$ cat src/rtl/uart_pkg.sv
// Shared UART definitions: default frame geometry and the receive FSM state type.
package uart_pkg;
  localparam int OVERSAMPLE_DEF = 16;
  localparam int DATA_BITS_DEF  = 8;

  typedef enum logic [1:0] {
    IDLE  = 2'd0,
    START = 2'd1,
    DATA  = 2'd2,
    STOP  = 2'd3
  } uart_state_t;
endpackage

$ cat src/rtl/rx_sync.sv
// Two-flop synchronizer for the asynchronous serial line; resets to the idle-high level.
module rx_sync (
  input  logic i_clk,
  input  logic i_rst,
  input  logic i_async,
  output logic o_sync
);
  logic r_meta;
  logic r_sync;

  always_ff @(posedge i_clk) begin
    if (i_rst) begin
      r_meta <= 1'b1;
      r_sync <= 1'b1;
    end else begin
      r_meta <= i_async;
      r_sync <= r_meta;
    end
  end

  assign o_sync = r_sync;
endmodule

$ cat src/rtl/uart_receiver.sv
// Oversampling UART receiver: mid-bit sampling, LSB-first, ready/overrun/framing-error flags.
module uart_receiver
  import uart_pkg::*;
#(
  parameter int OVERSAMPLE = OVERSAMPLE_DEF,
  parameter int DATA_BITS  = DATA_BITS_DEF
) (
  input  logic                 clk_50m,
  input  logic                 rst,
  input  logic                 rxclk_en,
  input  logic                 rx,
  input  logic                 rdy_clr,
  output logic [DATA_BITS-1:0] data,
  output logic                 rdy,
  output logic                 frame_err,
  output logic                 overrun,
  output uart_state_t          dbg_state
);
  localparam int CNT_W = $clog2(OVERSAMPLE);
  localparam int IDX_W = $clog2(DATA_BITS);
  localparam logic [CNT_W-1:0] CNT_MID  = CNT_W'(OVERSAMPLE / 2 - 1);
  localparam logic [CNT_W-1:0] CNT_LAST = CNT_W'(OVERSAMPLE - 1);
  localparam logic [IDX_W-1:0] IDX_LAST = IDX_W'(DATA_BITS - 1);

  uart_state_t          r_state, w_state_nxt;
  logic [CNT_W-1:0]     r_cnt, w_cnt_nxt;
  logic [IDX_W-1:0]     r_idx, w_idx_nxt;
  logic [DATA_BITS-1:0] r_shift, w_shift_nxt;
  logic [DATA_BITS-1:0] r_data, w_data_nxt;
  logic                 r_rdy, w_rdy_nxt;
  logic                 r_ovr, w_ovr_nxt;
  logic                 r_ferr;
  logic                 w_rx;
  logic                 w_good;
  logic                 w_bad;

  rx_sync u_rx_sync (
    .i_clk   (clk_50m),
    .i_rst   (rst),
    .i_async (rx),
    .o_sync  (w_rx)
  );

  always_ff @(posedge clk_50m) begin
    if (rst) begin
      r_state <= IDLE;
      r_cnt   <= '0;
      r_idx   <= '0;
      r_shift <= '0;
      r_data  <= '0;
      r_rdy   <= 1'b0;
      r_ovr   <= 1'b0;
      r_ferr  <= 1'b0;
    end else begin
      r_state <= w_state_nxt;
      r_cnt   <= w_cnt_nxt;
      r_idx   <= w_idx_nxt;
      r_shift <= w_shift_nxt;
      r_data  <= w_data_nxt;
      r_rdy   <= w_rdy_nxt;
      r_ovr   <= w_ovr_nxt;
      r_ferr  <= w_bad;
    end
  end

  always_comb begin
    w_state_nxt = r_state;
    w_cnt_nxt   = r_cnt;
    w_idx_nxt   = r_idx;
    w_shift_nxt = r_shift;
    w_good      = 1'b0;
    w_bad       = 1'b0;
    if (rxclk_en) begin
      case (r_state)
        IDLE: begin
          if (!w_rx) begin
            w_state_nxt = START;
            w_cnt_nxt   = '0;
          end
        end
        START: begin
          // A start bit that is high again at mid-bit was only a glitch.
          if (r_cnt == CNT_MID) begin
            if (!w_rx) begin
              w_state_nxt = DATA;
              w_cnt_nxt   = '0;
              w_idx_nxt   = '0;
            end else begin
              w_state_nxt = IDLE;
            end
          end else begin
            w_cnt_nxt = r_cnt + CNT_W'(1);
          end
        end
        DATA: begin
          if (r_cnt == CNT_LAST) begin
            w_shift_nxt = {w_rx, r_shift[DATA_BITS-1:1]};
            w_cnt_nxt   = '0;
            if (r_idx == IDX_LAST) begin
              w_state_nxt = STOP;
            end else begin
              w_idx_nxt = r_idx + IDX_W'(1);
            end
          end else begin
            w_cnt_nxt = r_cnt + CNT_W'(1);
          end
        end
        STOP: begin
          // Return to IDLE at mid stop bit so a back-to-back start edge is not missed.
          if (r_cnt == CNT_LAST) begin
            w_state_nxt = IDLE;
            w_good      = w_rx;
            w_bad       = !w_rx;
          end else begin
            w_cnt_nxt = r_cnt + CNT_W'(1);
          end
        end
        default: w_state_nxt = IDLE;
      endcase
    end
  end

  always_comb begin
    w_data_nxt = r_data;
    w_rdy_nxt  = r_rdy;
    w_ovr_nxt  = r_ovr;
    if (rdy_clr) begin
      w_rdy_nxt = 1'b0;
      w_ovr_nxt = 1'b0;
    end
    // A completing byte wins over a simultaneous acknowledge.
    if (w_good) begin
      w_data_nxt = r_shift;
      w_rdy_nxt  = 1'b1;
      w_ovr_nxt  = r_rdy && !rdy_clr;
    end
  end

  assign data      = r_data;
  assign rdy       = r_rdy;
  assign overrun   = r_ovr;
  assign frame_err = r_ferr;
  assign dbg_state = r_state;
endmodule

$ cat config.mk
export PLATFORM = sky130hd
export DESIGN_NAME = uart_receiver
export DESIGN_NICKNAME = d
export VERILOG_FILES = /design/src/rtl/uart_pkg.sv /design/src/rtl/rx_sync.sv /design/src/rtl/uart_receiver.sv
export SDC_FILE = /design/constraint.sdc
export NUM_CORES = 1
export LEC_CHECK = 0
export BUFFER_PORTS_ARGS = -buffer_cell sky130_fd_sc_hd__buf_2
export CORE_UTILIZATION = 59
export DETAILED_ROUTE_END_ITERATION = 16
export GPL_ROUTABILITY_DRIVEN = 0
export PLACE_DENSITY_LB_ADDON = 0.12
export SETUP_SLACK_MARGIN = 0.4
export SKIP_LAST_GASP = 1
export SYNTH_ARGS = -nofsm -noshare
export SYNTH_HDL_FRONTEND = slang
export SYNTH_SLANG_ARGS = --single-unit
$ cat constraint.sdc
create_clock -name clk_50m -period 4.8 [get_ports clk_50m]
set_clock_uncertainty 0.15 [all_clocks]
set_input_delay 0.72 -clock clk_50m [delete_from_list [all_inputs] [get_ports clk_50m]]
set_output_delay 0.72 -clock clk_50m [all_outputs]
set_load 0.03 [all_outputs]
Word level (Yosys, flattened, before mapping)
Cells that the tools add are included.
Widths: inputs -> output; s select.
{"block": "word_totals", "ff_bits": 30, "inputBits": 5, "out_inout_bits": 13, "wordCells": 63}
{"block": "classes", "addsub": 2, "n_eq_ne": 14, "muxes": 23, "n_bitwise": 3, "n_reduce_logical": 11}
{"cell": "$mux 4", "n": 4}
{"cell": "$ne 2x2->1 const B", "n": 8}
{"cell": "$pmux 4 s4", "n": 1}
{"cell": "$mux 2", "n": 6}
{"cell": "$mux 3", "n": 4}
{"cell": "$reduce_and 6->1", "n": 2}
{"cell": "$pmux 2 s4", "n": 1}
{"cell": "$mux 1", "n": 6}
{"cell": "$pmux 3 s2", "n": 1}
{"cell": "$add 4x1->4 const B", "n": 1}
{"cell": "$eq 2x2->1 const B", "n": 2}
{"cell": "$eq 4x3->1 const B", "n": 1}
{"cell": "$eq 4x4->1 const B", "n": 1}
{"cell": "$reduce_bool 2->1", "n": 2}
{"cell": "$reduce_or 4->1", "n": 1}
{"cell": "$add 3x1->3 const B", "n": 1}
{"cell": "$eq 3x3->1 const B", "n": 1}
{"cell": "$not 1->1", "n": 3}
{"cell": "$reduce_and 3->1", "n": 1}
{"cell": "$eq 2x1->1 const B", "n": 1}
{"cell": "$logic_not 1->1", "n": 2}
{"cell": "$logic_not 2->1", "n": 1}
{"cell": "$reduce_and 2->1", "n": 1}
{"cell": "$logic_and 1x1->1", "n": 1}

Logic depth before layout (Yosys ltp)
{"block": "depth", "depth_word": 5, "mapped_depth": 6, "ltp_nobuf": 6}

Modules after synthesis
From an unflattened synthesis, not the netlist that was laid out.
{"block": "hier_totals", "cells_unflattened": 136, "hier_area_um2": 1302.5}
{"module": "uart_receiver", "instances": 1, "cells_each": 132, "area_each_um2": 1249.9, "seq_area_each_um2": 560.5}
{"module": "rx_sync", "instances": 1, "cells_each": 4, "area_each_um2": 52.6, "seq_area_each_um2": 40.0}

Least setup slack after synthesis
No wires, ideal clock.
{"block": "synth_timing", "path_type": "in2reg", "from": "input port rxclk_en", "to": "register r_cnt[3]", "setup_time_ps": 91, "t_arrival_ps": 1534, "required_ps": 4559, "path_slack_ps": 3025, "path_stages": 5, "path_buffers": 1, "cell_sequence": "buf_2 -> o21ai_0 -> a31oi_2 -> a41oi_1 -> a311oi_1"}
{"block": "synth_between", "elab_chain_len": 1}
{"element": "start: declaration", "line": "uart_receiver.sv:10", "text": "input logic rxclk_en,"}
{"element": "$reduce_and 2->1 (no line)"}
{"element": "end signal: assignment", "line": "uart_receiver.sv:56", "text": "r_cnt <= w_cnt_nxt;"}
{"element": "end: declaration", "line": "uart_receiver.sv:26", "text": "logic [CNT_W-1:0] r_cnt, w_cnt_nxt;"}
Every way passes these cells.
A chain may end at the register's enable or synchronous reset.

Final worst setup path
{"block": "layout_timing", "from": "register r_cnt[0]", "to": "register r_ovr (netlist: overrun)"}
{"block": "layout_between", "elab_chain_len": 5, "word_cells_on_any_way": 6, "cone_classes": "eq/ne (1); mux (4); reduce/logical (1)"}
{"element": "$eq 4x4->1 (*)", "line": "uart_receiver.sv:110", "text": "if (r_cnt == CNT_LAST) begin"}
{"element": "$mux 1 (*)", "line": "uart_receiver.sv:110"}
{"element": "$mux 1 (*)", "line": "uart_receiver.sv:74", "text": "case (r_state)"}
{"element": "$mux 1 (*)", "line": "uart_receiver.sv:73", "text": "if (rxclk_en) begin"}
{"element": "$mux 1 or $reduce_bool 2->1 (tied branches)"}
{"element": "end signal: assignment", "line": "uart_receiver.sv:61", "text": "r_ovr <= w_ovr_nxt;"}
{"element": "end: declaration", "line": "uart_receiver.sv:31", "text": "logic r_ovr, w_ovr_nxt;"}
Every way passes the cells marked *; elsewhere a longest branch is shown, timed or not.

==> impl_metrics.tcl <==
set metrics [dict create \
    report.final.slew_viol_count 0 \
    final_cell_mix "dfxtp_1 (30), nor2_1 (21), mux2i_1 (18)" \
    avgSynthCellArea_um2 9.74 \
    required_ns 4.85 \
    maxCapViolations 0 \
    synthCells 133 \
    cts-resized-gates 0 \
    first_global_vias 905 \
    worstSetupEndpointType "flop" \
    grt_overflow 0 \
    area.growth.synth_to_final_pct 9.76 \
    antenna_found_initial 0 \
    vias 970 \
    detail-route-antenna-nets 0 \
    die_y_um 48.9 \
    fin_cells 176 \
    syn_nets 141 \
    htree_levels 2 \
    ys_ff_latch 30 \
    fill_cells 163 \
    ys_seq_area_frac 0.464 \
    clockBufferDepth 2 \
    fin_area_um2 1420 \
    clock-sinks 30 \
    wl_per_cell_um 12.4 \
    die_x_um 48.9 \
    drt_wl_total_um 2180 \
    post-route-min-period_ns 2.23 \
    async_flop_share 0 \
    ys_types 36 \
    final_common_cell "dfxtp_1" \
    total_power_mw 0.420 \
    dp.cells 168 \
    cts.clk_slew.worst_paths_ns 0.09 \
    detailed_place.area_um2 1360 \
    hold_viol 0 \
    path_max_fanout 10 \
    r2r_setup_slack_ns 2.57 \
    drt_iter0_markers 15 \
    grt_max_degree 34 \
    initial_utilization 0.640 \
    die_area_um2 2390 \
    multiInputGateArea_um2 634 \
    via_per_inst 5.51 \
    p_leak_nw 0.622 \
    holdBufCountCts 0 \
    postCtsSetupBuffers 0 \
    drive_gt1_frac 0.208 \
    ys.warnings.count 0 \
    core_area_um2 2020 \
    track_usage 0.227 \
    drc 0 \
    rsz0062_at_grt "no" \
    dpl.hpwl_um 1470 \
    critPathKind "flop to flop" \
    relSlewSlack 0.566 \
    critical_path_arrival_ns 2.28 \
    cts_buffers 5 \
    holdCritPathClass "flop to flop" \
    worst_slew_pin_slew_ns 0.649 \
    final_nets 156 \
    io_buffer_count 17 \
    fmax_mhz 448 \
    finalWorstSetupSlack_ns 2.57 \
    drt_first_pass_iters 4 \
    final_util 0.703 \
    synth_ff_type "dfxtp_1" \
    grt_pass1_wl_um 3960 \
    peakVddDrop_uv 205 \
    row_count 16 \
    insertion_delay_ns 0.33 \
    antenna_cells 0 \
    fin_hold_ws_ns 0.266 \
    cts_root_buffer "clkbuf_4" \
    power_density_nw_per_um2 295 \
    pre_cts_slack_ns 2.57 \
    synth_area_um2 1290 \
    cp-start-kind "flop" \
    finalSetupTns_ns 0 \
    synth_edf_count 0 \
    status "finished, final reports clean" \
    seq_area_um2 601 \
    io_pins 18 \
    setup_viol 0 \
    finalCritPeriodShare 0.465 \
    cts_tree "done" \
]
[cell usage after synthesis (2+ instances only)]
| library cell | number | share of area |
|---|---|---|
| dfxtp_1 | 30 | 0.46 |
| nor2_1 | 21 | 0.061 |
| mux2i_1 | 18 | 0.14 |
| nand2b_1 | 6 | 0.029 |
| o21ai_0 | 6 | 0.023 |
| nand2_1 | 5 | 0.014 |
| a21oi_1 | 4 | 0.015 |
| buf_2 | 3 | 0.012 |
| clkbuf_1 | 3 | 0.0087 |
| ha_1 | 3 | 0.029 |
| buf_4 | 2 | 0.012 |
| inv_1 | 2 | 0.0058 |
| nand3_1 | 2 | 0.0077 |
| nand3b_1 | 2 | 0.012 |
| nand4_1 | 2 | 0.0097 |
| nor3_1 | 2 | 0.0077 |
| nor4b_1 | 2 | 0.014 |
| or2_2 | 2 | 0.0097 |
[final cells by class]
type	instances	area share
well taps	27	0.0238
clock buffers	7	0.0387
inverters	2	0.00528
multi-input cells	92	0.446
flip-flops and latches	30	0.423
repair buffers	17	0.0599
clock inverters	1	0.00352
[registers in the layout (all words and copies together) (netlist names), named ones only]
signal / count
data: 8
r_shift: 8
r_cnt: 4
r_idx: 3
dbg_state: 1
frame_err: 1
overrun: 1
rdy: 1
u_rx_sync.o_sync: 1
u_rx_sync.r_meta: 1
[worst max-delay path, stage by stage (launching register included)]
cell	delay, ns
dfxtp_1	0.40
ha_1	0.30
and4_2	0.30
nand4_1	0.53
mux2i_1	0.34
nor3_1	0.07
[cells by family after synthesis]
family,after synthesis,share of synthesized area
xor gates and xnor gates,1,0.00676
and+or+nand+nor,47,0.185
AOI/OAI and AO/OA,22,0.122
buffers and inverters,11,0.0464
adders and majority gates,3,0.0290
DFF,30,0.464
muxes,19,0.148
[final timing paths]
kind,start,to,cells after the start
hold / removal,u_rx_sync.r_meta,u_rx_sync.o_sync,1
setup / recovery,r_cnt[0],overrun,5
hold reg to reg,u_rx_sync.r_meta,u_rx_sync.o_sync,1
setup reg to reg,r_cnt[0],overrun,5
[power breakdown]
part	switching (mW)	internal (mW)	leakage, nW
combinational	0.00836	0.00498	0.344
sequential	0.00158	0.250	0.242
clock	0.0842	0.0708	0.0353
total	0.0942	0.326	0.622
[metal layers]
metal | track usage | vias to the layer above | routed length [um]
met2 | 0.354 | 21 | 987
met1 | 0.265 | 441 | 1030
met3 | 0.103 | 7 | 106
met5 | 0 | - | 0
met4 | 0.103 | 0 | 48
li1 | - | 501 | -
No activity file was read; power rests on OpenSTA's default activity.
